$ cat config.mk
export PLATFORM = sky130hd
export DESIGN_NAME = wb_queue
export DESIGN_NICKNAME = d
export VERILOG_FILES = /design/src/rtl/wb_queue.sv
export SDC_FILE = /design/constraint.sdc
export NUM_CORES = 1
export LEC_CHECK = 0
export CELL_PAD_IN_SITES_DETAIL_PLACEMENT = 1
export CELL_PAD_IN_SITES_GLOBAL_PLACEMENT = 1
export CORE_MARGIN = 2
export CORE_UTILIZATION = 45
export DETAILED_ROUTE_END_ITERATION = 16
export PLACE_DENSITY = 0.88
export RECOVER_POWER = 100
export SLEW_MARGIN = 25
export SYNTH_ARGS = -nofsm -noshare
export SYNTH_HDL_FRONTEND = slang
export SYNTH_SLANG_ARGS = --single-unit
$ cat constraint.sdc
create_clock -name clk -period 8.48 [get_ports clk]
set_clock_uncertainty 0.05 [all_clocks]
set_input_delay 1.272 -clock clk [delete_from_list [all_inputs] [get_ports clk]]
set_output_delay 1.272 -clock clk [all_outputs]
set_load 0.01 [all_outputs]
$ cat src/rtl/wb_queue.sv
// wb_queue: ordered writeback buffer that merges ALU and load results onto one register-file write port.
// Latency: an entry is presented one cycle after acceptance. Backpressure: ready is sampled from the registered count, ALU first. Forwarding is built under WB_FWD_EN.
module wb_queue #(
  parameter int DWIDTH = 32,
  parameter int AWIDTH = 5,
  parameter int DEPTH  = 4
) (
  input  logic                       clk,
  input  logic                       rst_n,
  input  logic                       alu_valid,
  output logic                       alu_ready,
  input  logic [AWIDTH-1:0]          alu_addr,
  input  logic [DWIDTH-1:0]          alu_data,
  input  logic                       mem_valid,
  output logic                       mem_ready,
  input  logic [AWIDTH-1:0]          mem_addr,
  input  logic [DWIDTH-1:0]          mem_data,
  output logic                       we,
  output logic [AWIDTH-1:0]          wa,
  output logic [DWIDTH-1:0]          wd,
  output logic [$clog2(DEPTH):0]     count,
  input  logic [AWIDTH-1:0]          ra1,
  input  logic [AWIDTH-1:0]          ra2,
  output logic                       fwd1_hit,
  output logic                       fwd2_hit,
  output logic [DWIDTH-1:0]          fwd1_data,
  output logic [DWIDTH-1:0]          fwd2_data
);

  localparam int PW = $clog2(DEPTH);
  localparam int CW = PW + 1;

  typedef struct packed {
    logic [AWIDTH-1:0] addr;
    logic [DWIDTH-1:0] data;
  } ent_t;

  ent_t          ent_q [DEPTH];
  logic [PW-1:0] head_q;
  logic [PW-1:0] tail_q;
  logic [CW-1:0] count_q;

  logic [CW-1:0] free;
  logic          alu_enq;
  logic          mem_enq;
  logic          alu_push;
  logic          mem_push;
  logic          pop;
  logic [PW-1:0] mem_slot;

  // Free space deliberately ignores the pop happening this cycle.
  always_comb begin
    free      = CW'(DEPTH) - count_q;
    alu_enq   = alu_valid && (alu_addr != '0);
    mem_enq   = mem_valid && (mem_addr != '0);
    alu_ready = (free >= CW'(1));
    mem_ready = (free >= CW'(2)) || ((free == CW'(1)) && !alu_enq);
    alu_push  = alu_enq && alu_ready;
    mem_push  = mem_enq && mem_ready;
    pop       = (count_q != '0);
    mem_slot  = tail_q + PW'(alu_push);
  end

  always_ff @(posedge clk) begin
    if (!rst_n) begin
      head_q  <= '0;
      tail_q  <= '0;
      count_q <= '0;
    end else begin
      head_q  <= head_q + PW'(pop);
      tail_q  <= tail_q + PW'(alu_push) + PW'(mem_push);
      count_q <= count_q + CW'(alu_push) + CW'(mem_push) - CW'(pop);
    end
  end

  // Storage needs no reset: occupancy alone decides which slots are live.
  always_ff @(posedge clk) begin
    if (rst_n) begin
      if (alu_push) ent_q[tail_q] <= '{addr: alu_addr, data: alu_data};
      if (mem_push) ent_q[mem_slot] <= '{addr: mem_addr, data: mem_data};
    end
  end

  always_comb begin
    we    = pop;
    wa    = pop ? ent_q[head_q].addr : '0;
    wd    = pop ? ent_q[head_q].data : '0;
    count = count_q;
  end

`ifdef WB_FWD_EN
  // Walk oldest to youngest so the last match wins.
  function automatic logic [DWIDTH:0] lookup(input logic [AWIDTH-1:0] ra);
    logic [DWIDTH:0] res;
    logic [PW-1:0]   slot;
    res = '0;
    for (int i = 0; i < DEPTH; i++) begin
      slot = head_q + PW'(i);
      if ((CW'(i) < count_q) && (ra != '0) && (ent_q[slot].addr == ra)) begin
        res = {1'b1, ent_q[slot].data};
      end
    end
    return res;
  endfunction

  always_comb begin
    {fwd1_hit, fwd1_data} = lookup(ra1);
    {fwd2_hit, fwd2_data} = lookup(ra2);
  end
`else
  logic unused_ra;
  assign unused_ra = ^{ra1, ra2};

  always_comb begin
    fwd1_hit  = 1'b0;
    fwd2_hit  = 1'b0;
    fwd1_data = '0;
    fwd2_data = '0;
  end
`endif

endmodule

Word-level counts from Yosys, hierarchy flattened

Memory sizes are Yosys's and may differ from the RTL's. A register that Yosys moved wholly into a read port is not among the register bits.
Cells that the tools add are included.
W data, S select, Z words.

Order comparisons: 2
Multiplexer cells: 9
$add $sub $neg: 7
Equal/unequal tests: 1
Reductions and logical operators: 10

Operators by type and width:

| cell                  | count |
|---|---|
| $mux W32              | 1 |
| $reduce_bool A5 Y1    | 2 |
| $add A2 B1 Y2         | 3 |
| $add A3 B1 Y3         | 2 |
| $mux W1               | 6 |
| $logic_and A1 B1 Y1   | 5 |
| $mux W5               | 1 |
| $eq A3 B1 Y1 const B  | 1 |
| $ge A3 B1 Y1 const B  | 1 |
| $ge A3 B2 Y1 const B  | 1 |
| $reduce_bool A3 Y1    | 1 |
| $sub A3 B1 Y3         | 1 |
| $sub A3 B3 Y3 const A | 1 |
| $mux W2               | 1 |
| $logic_not A1 Y1      | 1 |
| $logic_or A1 B1 Y1    | 1 |

Output and inout bits: 109
Bits in writable memories: 148
Logic and storage cells: 33
Memories kept: 1
Bits in registers: 7
Input bits: 88

Memory list:

| memory | depth | bits a word | rd ports | clocked after Yosys merged registers in | write ports | RTL line | source |
|---|---|---|---|---|---|---|---|
| ent_q  | 4     | 37          | 1        | 1                                       | 2           | 38       | `ent_t ent_q [DEPTH];` |

Depth between registers and ports, before layout

Gate-level depths: netlist of the first run.

Depth after elaboration: 9
Mapped depth: 13

Worst setup path before layout of the first run

No wires, ideal clock.

Path type: input port to flip-flop
Start: input alu_addr[2]
End: memory ent_q[0][0] (netlist name), enable pin
Path slack: 3,460 ps
Required time: 7,943 ps
Arrival time: 4,483 ps
Stages on the path: 4
Path through: or3_4 -> o311a_1 -> nand2_1 -> o31ai_1

RTL lines:

| element     | RTL line | source |
|---|---|---|
| from (decl) | 12       | `input logic [AWIDTH-1:0] alu_addr,` |
| to (decl)   | 38       |  |

==> impl_table.tex, run 1 <==
\begin{tabular}{lr}
\hline
Metric & Value \\
\hline
\multicolumn{2}{l}{\textbf{Hold path}} \\
Hold Startpoint & count[2] \\
Endpoint, Worst Hold & count[2] \\
Min-delay worst type & reg -> reg \\
Cell count of the worst hold path & 3 \\
\multicolumn{2}{l}{\textbf{Final layout}} \\
Most frequent standard cell in the layout excluding fill and tap cells & edfxtp\_1 \\
Layout Cells excl Fill & 894 \\
Share of post-route cells with drive strength above 1 & 24.5\% \\
Layout Area Growth over Synthesis & 17.7\% \\
Most used cells in the layout excluding fill and tap cells & edfxtp\_1 (148), mux2\_2 (89), clkdlybuf4s50\_1 (78) \\
Nets & 745 \\
Number of antenna diodes & 0 \\
Core utilization of the finished layout & 54.0\% \\
\multicolumn{2}{l}{\textbf{Outcome}} \\
Violations in the final reports & max-capacitance violations, max-slew violations \\
Result of the run & finished with violations \\
\multicolumn{2}{l}{\textbf{Worst setup path}} \\
Critical Path RT & 8.60 ns \\
Launching element type of the critical path & input port \\
Register-to-Register Path Depth & 10 \\
Critical Path AT & 6.09 ns \\
Setup slack, reg-to-reg & 2.85 ns \\
Reg-to-reg critical path startpoint & count[0] \\
Reg2Reg Capture Point & ent\_q[3][33] \\
Path type of the worst setup path & in -> reg \\
Largest fanout of any net on the critical path & 37 \\
Type of element capturing the critical path & flop \\
Timing startpoint of the critical path & alu\_addr[2] \\
\multicolumn{2}{l}{\textbf{GRT}} \\
Global-route total usage across every layer & 20.6\% \\
Global-route wire length before repair & 30.7 mm \\
Pin count of the biggest net entering global routing & 39 \\
Total congestion overflow after global routing & 0 \\
Via count of the first global-routing pass & 5479 \\
Initial antenna violation count & 0 \\
\multicolumn{2}{l}{\textbf{STA}} \\
Worst path setup slack after routing & 2.51 ns \\
Worst hold slack & 0.694 ns \\
Share of the clock period used by the worst path after layout & 70.4\% \\
Worst slew margin relative to its limit & -126\% \\
Worst-Margin Slew & 3.35 ns \\
Number of slew-limit violations in the final report & 283 \\
Shortest clock period the worst path allows after layout & 5.97 ns \\
Final setup violation count & 0 \\
Setup repair after global routing missed its margin & no \\
Setup TNS & 0 ns \\
Fin. Hold Viols & 0 \\
Fmax & 0.167 GHz \\
\multicolumn{2}{l}{\textbf{Drt}} \\
Routed via count divided by cell count & 5.33 \\
Detailed-routing iteration count for the pre-antenna-repair pass & 4 \\
Overall via count from detail\_route & 4765 \\
Post-detailed-routing wire length & 20.2 mm \\
Count of routing violations after the opening detailed-route iteration & 260 \\
Residual DRC count & 0 \\
Remaining antenna violation count & 0 \\
Wire length per cell after detailed routing & 22.6 um \\
\multicolumn{2}{l}{\textbf{Clock network}} \\
Number of buffers created by CTS & 17 \\
Buffers inserted during post-CTS setup optimization & 0 \\
H-Tree Depth & 4 \\
CTS hold repair buffers & 0 \\
Root buffer cell & clkbuf\_16 \\
TritonCTS clock tree & yes \\
CTS sink count & 155 \\
Post\_cts resized & 0 \\
CTS clk-pin slew, worst paths & 0.07 ns \\
Worst-Skew Late Latency & 0.43 ns \\
CTS Buffer Depth & 2 \\
\multicolumn{2}{l}{\textbf{Synthesis}} \\
Post-synthesis instance total & 530 \\
Post-Syn Area per Cell & 16.2 um2 \\
Synthesized flop and latch total & 155 \\
Library cell occupying the most area in the post-synthesis netlist & edfxtp\_1 \\
Yosys warnings & 0 \\
Register area share after synthesis & 53.2\% \\
Synth area leaders & edfxtp\_1 (52\%), mux2\_2 (12\%), mux4\_2 (9.7\%) \\
Yosys cell types & 35 \\
Area share of the leading cell type in the synthesized netlist & 51.6\% \\
Cell Area, Synth & 8610 um2 \\
\multicolumn{2}{l}{\textbf{Placed design}} \\
Pre-CTS setup slack & 3.53 ns \\
Final GP Congestion & 0.755 \\
Inst Count DP & 862 \\
\# port buffers & 120 \\
Post-DP HPWL & 12.1 mm \\
\multicolumn{2}{l}{\textbf{Floorplan}} \\
Number of primary I/O pins & 197 \\
Starting density of the core & 45.9\% \\
Row Count & 50 \\
Total core area & 18800 um2 \\
Die Span Y & 142 um \\
Area of the die & 20300 um2 \\
Die Span X & 142 um \\
\multicolumn{2}{l}{\textbf{Pwr}} \\
Worst vdd ir & 0.000196 V \\
Power density normalized to cell area & 308 nW/um2 \\
Leakage power total & 0.00357 uW \\
\multicolumn{2}{l}{\textbf{Run}} \\
Max\_cap viols & 8 \\
\hline
\end{tabular}
==> layout make-up <==
type,instances,area (um2)
timing repair buffer,128,1230
sequential,155,4590
inverter,8,30.0
fill,1809,8640
clock inverter,14,154
tap,234,293
clock buffer,18,429
multi-input combinational,337,3400
==> power by group <==
part	total, uW	switching [uW]	internal, uW
logic	1180	549	634
registers	1170	123	1050
clock network	759	302	458
total	3120	974	2140
==> cell usage after synthesis <==
library cell / n
nand3_1: 3
edfxtp_1: 148
dfxtp_1: 7
clkbuf_1: 9
nand4b_1: 1
mux2_1: 19
or3_4: 1
conb_1: 1
buf_4: 70
nor2_1: 5
fa_1: 2
and2_1: 43
mux4_2: 37
nand2_1: 3
mux2_4: 38
inv_1: 8
nor2b_1: 2
mux2_2: 91
xor2_1: 3
and4b_1: 1
xnor2_1: 2
buf_2: 7
nand4_1: 1
o21ai_0: 1
a21o_1: 1
or4b_2: 1
a41o_1: 1
and3_1: 2
buf_6: 9
o311a_1: 1
o31ai_1: 1
nor4b_4: 1
ha_1: 8
nor3_1: 1
o21ai_4: 1
==> metal layers <==
| layer | global-route usage (%) | up-vias | wire length, um |
|---|---|---|---|
| li1 | - | 2126 | - |
| met1 | 24.2 | 2437 | 8100 |
| met2 | 37.5 | 179 | 10800 |
| met3 | 4.54 | 23 | 1040 |
| met4 | 6.62 | 0 | 250 |
| met5 | 0 | - | 0 |
==> per-stage QoR <==
stage / power, uW / area [um2]
after floorplan: 1940 / 8850
after global placement: 2410 / 9730
after detailed placement: 2480 / 9770
after CTS: 3250 / 10400
after global routing: 3270 / 10100
final: 3120 / 10100
==> critical path, stage by stage <==
cell and delay [ns]:
dlygate4sd3_1 0.61, or3_1 0.44, o311a_1 0.40, ha_1 0.23, xor2_1 0.37, and4b_2 0.31, clkbuf_1 1.96, mux2_2 0.48
==> cell families (layout without fill, tap and decap cells) <==
group | after synthesis | in the layout | share of synthesized area [%]
flops | 155 | 155 | 53.2
buf+inv | 103 | 168 | 8.43
simple gates | 65 | 65 | 4.81
xor+xnor | 5 | 5 | 0.509
other cells | 1 | 66 | 0.0436
mux | 185 | 185 | 30.7
compound gates | 6 | 6 | 0.654
fa+ha+maj | 10 | 10 | 1.63
==> registers in the layout, indices dropped and copies added, names as in the netlist <==
signal and count:
head_q 2, tail_q 2, ent_q 148, count 3
==> how the worst max path moves through the flow <==
stage,to,slack [ns],depth (start not counted)
5_1_grt,ent_q[0][16],2.35,8
3_3_place_gp,ent_q[1][13],2.92,8
4_1_cts,ent_q[1][20],4.00,8
6_report,ent_q[3][33],2.51,8
3_5_place_dp,ent_q[1][12],3.53,8
2_1_floorplan,ent_q[0][0],3.46,4
Power figures use the tool's default switching activity.
==> run 2, diff against run 1 <==
CORE_UTILIZATION = 38   (was 45)
PLACE_DENSITY = 0.79   (was 0.88)
clock period = 5.03 ns   (was 8.48 ns; I/O delays follow)
==> run 2 against run 1 <==
  * The flow still finishes with violations (max-capacitance violations, max-slew violations)
  * First-iteration DRC count down 24%
  * Die area is 18% higher
  * Sequential power increased by 68%
  * Power up 69%
  * Design area increased by 1.4%
  * Core utilization is 8.2 points lower
  * Clock power up 63%
  * Critical endpoint is now ent_q[1][31]
  * Highest routed layer unchanged
==> impl_table.tex, run 2 (same netlist as run 1, synthesis figures left out) <==
\begin{tabular}{lr}
\hline
Metric & Value \\
\hline
\multicolumn{2}{l}{\textbf{Run}} \\
Max\_cap viols & 2 (-6) \\
\multicolumn{2}{l}{\textbf{Drt}} \\
Remaining antenna violation count & 0 (unchanged) \\
Post-detailed-routing wire length & 20.5 mm (+1.7\%) \\
Detailed-route wire length on metal 1 & 8.89 mm (+9.7\%) \\
Detailed-routing iteration count for the pre-antenna-repair pass & 4 (unchanged) \\
Routed via count divided by cell count & 4.99 (-6.3\%) \\
Residual DRC count & 0 (unchanged) \\
Overall via count from detail\_route & 4742 (-0.48\%) \\
Count of routing violations after the opening detailed-route iteration & 198 (-24\%) \\
DR WL met3 & 886 um (-15\%) \\
Max layer used & met4 \\
DR WL met2 & 10.5 mm (-2.5\%) \\
Wire length per cell after detailed routing & 21.6 um (-4.3\%) \\
\multicolumn{2}{l}{\textbf{STA}} \\
Number of slew-limit violations in the final report & 63 (-78\%) \\
Fmax & 0.227 GHz \\
Worst slew margin relative to its limit & -3.27\% (+120 points) \\
Share of the clock period used by the worst path after layout & 87.6\% \\
Worst-Margin Slew & 1.55 ns (-1.80 ns) \\
Setup repair after global routing missed its margin & no \\
Final setup violation count & 0 (unchanged) \\
Fin. Hold Viols & 0 (unchanged) \\
Shortest clock period the worst path allows after layout & 4.40 ns \\
Setup TNS & 0 ns (unchanged) \\
\multicolumn{2}{l}{\textbf{Floorplan}} \\
Starting density of the core & 38.4\% (-7.5 points) \\
Row Count & 55 (+10\%) \\
Area of the die & 23900 um2 (+18\%) \\
Number of primary I/O pins & 197 (unchanged) \\
Total core area & 22400 um2 (+20\%) \\
Die Span X & 155 um (+8.6\%) \\
Die Span Y & 155 um (+8.6\%) \\
\multicolumn{2}{l}{\textbf{Pwr}} \\
Overall power after layout & 5250 uW (+69\%) \\
Worst vdd ir & 0.000328 V (+67\%) \\
Power density normalized to cell area & 511 nW/um2 (+66\%) \\
Leakage power total & 0.00357 uW (about the same) \\
\multicolumn{2}{l}{\textbf{Final layout}} \\
Nets & 750 (+0.67\%) \\
Register bank with the most flops & ent\_q \\
Most frequent standard cell in the layout excluding fill and tap cells & edfxtp\_1 \\
Share of post-route cells with drive strength above 1 & 27.4\% (+2.8 points) \\
Most used cells in the layout excluding fill and tap cells & edfxtp\_1 (148), clkdlybuf4s50\_1 (96), mux2\_2 (90) \\
Number of antenna diodes & 0 (unchanged) \\
Layout Area Growth over Synthesis & 19.3\% \\
Largest register FFs & 148 (unchanged) \\
\multicolumn{2}{l}{\textbf{Worst setup path}} \\
Path type of the worst setup path & reg -> reg \\
Type of element capturing the critical path & flop \\
Largest fanout of any net on the critical path & 22 (-41\%) \\
Critical Path RT & 5.15 ns (-3.45 ns) \\
Register-to-Register Path Depth & 11 (+1) \\
Critical Path AT & 4.52 ns (-1.57 ns) \\
Launching element type of the critical path & flop \\
\multicolumn{2}{l}{\textbf{Clock network}} \\
Root buffer cell & clkbuf\_16 \\
Buffers inserted during post-CTS setup optimization & 0 (unchanged) \\
H-Tree Depth & 4 (unchanged) \\
CTS hold repair buffers & 0 (unchanged) \\
CTS clk-pin slew, worst paths & 0.06 ns (about the same) \\
Worst-Skew Late Latency & 0.42 ns (about the same) \\
Post\_cts resized & 0 (unchanged) \\
CTS Buffer Depth & 2 (unchanged) \\
TritonCTS clock tree & yes \\
CTS sink count & 155 (unchanged) \\
Number of buffers created by CTS & 17 (unchanged) \\
\multicolumn{2}{l}{\textbf{GRT}} \\
Global-route total usage across every layer & 17.5\% (-3.1 points) \\
Pin count of the biggest net entering global routing & 39 (unchanged) \\
Initial antenna violation count & 0 (unchanged) \\
Via count of the first global-routing pass & 5309 (-3.1\%) \\
Global-route wire length before repair & 30.9 mm (+0.81\%) \\
Total congestion overflow after global routing & 0 (unchanged) \\
\multicolumn{2}{l}{\textbf{Hold path}} \\
Min-delay worst type & reg -> reg \\
Cell count of the worst hold path & 3 (unchanged) \\
\multicolumn{2}{l}{\textbf{Outcome}} \\
Violations in the final reports & max-capacitance violations, max-slew violations \\
Result of the run & finished with violations \\
\multicolumn{2}{l}{\textbf{Placed design}} \\
Final GP Congestion & 0.715 (-5.3\%) \\
Post-DP HPWL & 12.6 mm (+4.6\%) \\
\# port buffers & 120 (unchanged) \\
\hline
\end{tabular}
[run 2: per-layer routing]
| metal | vias up | global-route usage (%) |
|---|---|---|
| li1 | 2139 | - |
| met1 | 2465 | 22.0 |
| met2 | 117 | 30.2 |
| met3 | 21 | 4.43 |
| met4 | 0 | 4.23 |
| met5 | - | 0 |
[run 2: layout make-up]
type,instances,area (um2)
fill,2206,12200
sequential,155,4590
multi-input combinational,337,3420
timing repair buffer,133,1310
clock buffer,17,425
tap,285,357
clock inverter,15,140
inverter,8,30.0
[run 2: per-stage QoR]
stage | instances | util (%) | hold WS, ns | area, um2 | setup WS (ns)
6_report | 950 | 45.8 | 0.700 | 10300 | 0.625
5_1_grt | 950 | 45.8 | 0.774 | 10300 | 0.373
4_1_cts | 949 | 46.5 | 0.707 | 10400 | 0.899
3_5_place_dp | 917 | 44.0 | 0.692 | 9870 | 0.723
3_3_place_gp | 917 | 44.0 | 0.668 | 9870 | 0.864
2_1_floorplan | 595 | - | 0.502 | 8850 | 0.146
[run 2: power by group]
group	switching [uW]	internal, uW
combinational	949	1090
clock	549	691
sequential	208	1760
total	1710	3550
[run 2: path summary, 6_finish.rpt]
path / start / endpoint / slack (ns)
worst max-delay path: count[0] / ent_q[1][31] / 0.63
worst min-delay path: count[0] / count[0] / 0.70
worst max register to register: count[0] / ent_q[1][31] / 0.63
worst min register to register: count[0] / count[0] / 0.70
[run 2: critical path: stages, from the launching register on]
cell,delay (ns)
dfxtp_1,0.40
inv_1,0.12
ha_1,0.22
ha_1,0.32
or4b_2,0.62
o311a_1,0.24
ha_1,0.37
nand3_1,0.11
nor2_1,0.15
and3_1,0.87
buf_12,0.30
mux2_2,0.37
==> run 3, diff against run 2 <==
CAP_MARGIN = 20   (was default)
GPL_ROUTABILITY_DRIVEN = 0   (was default)
==> results of run 3 <==
The final DEF is identical to that of run 2; final timing and power are the same.
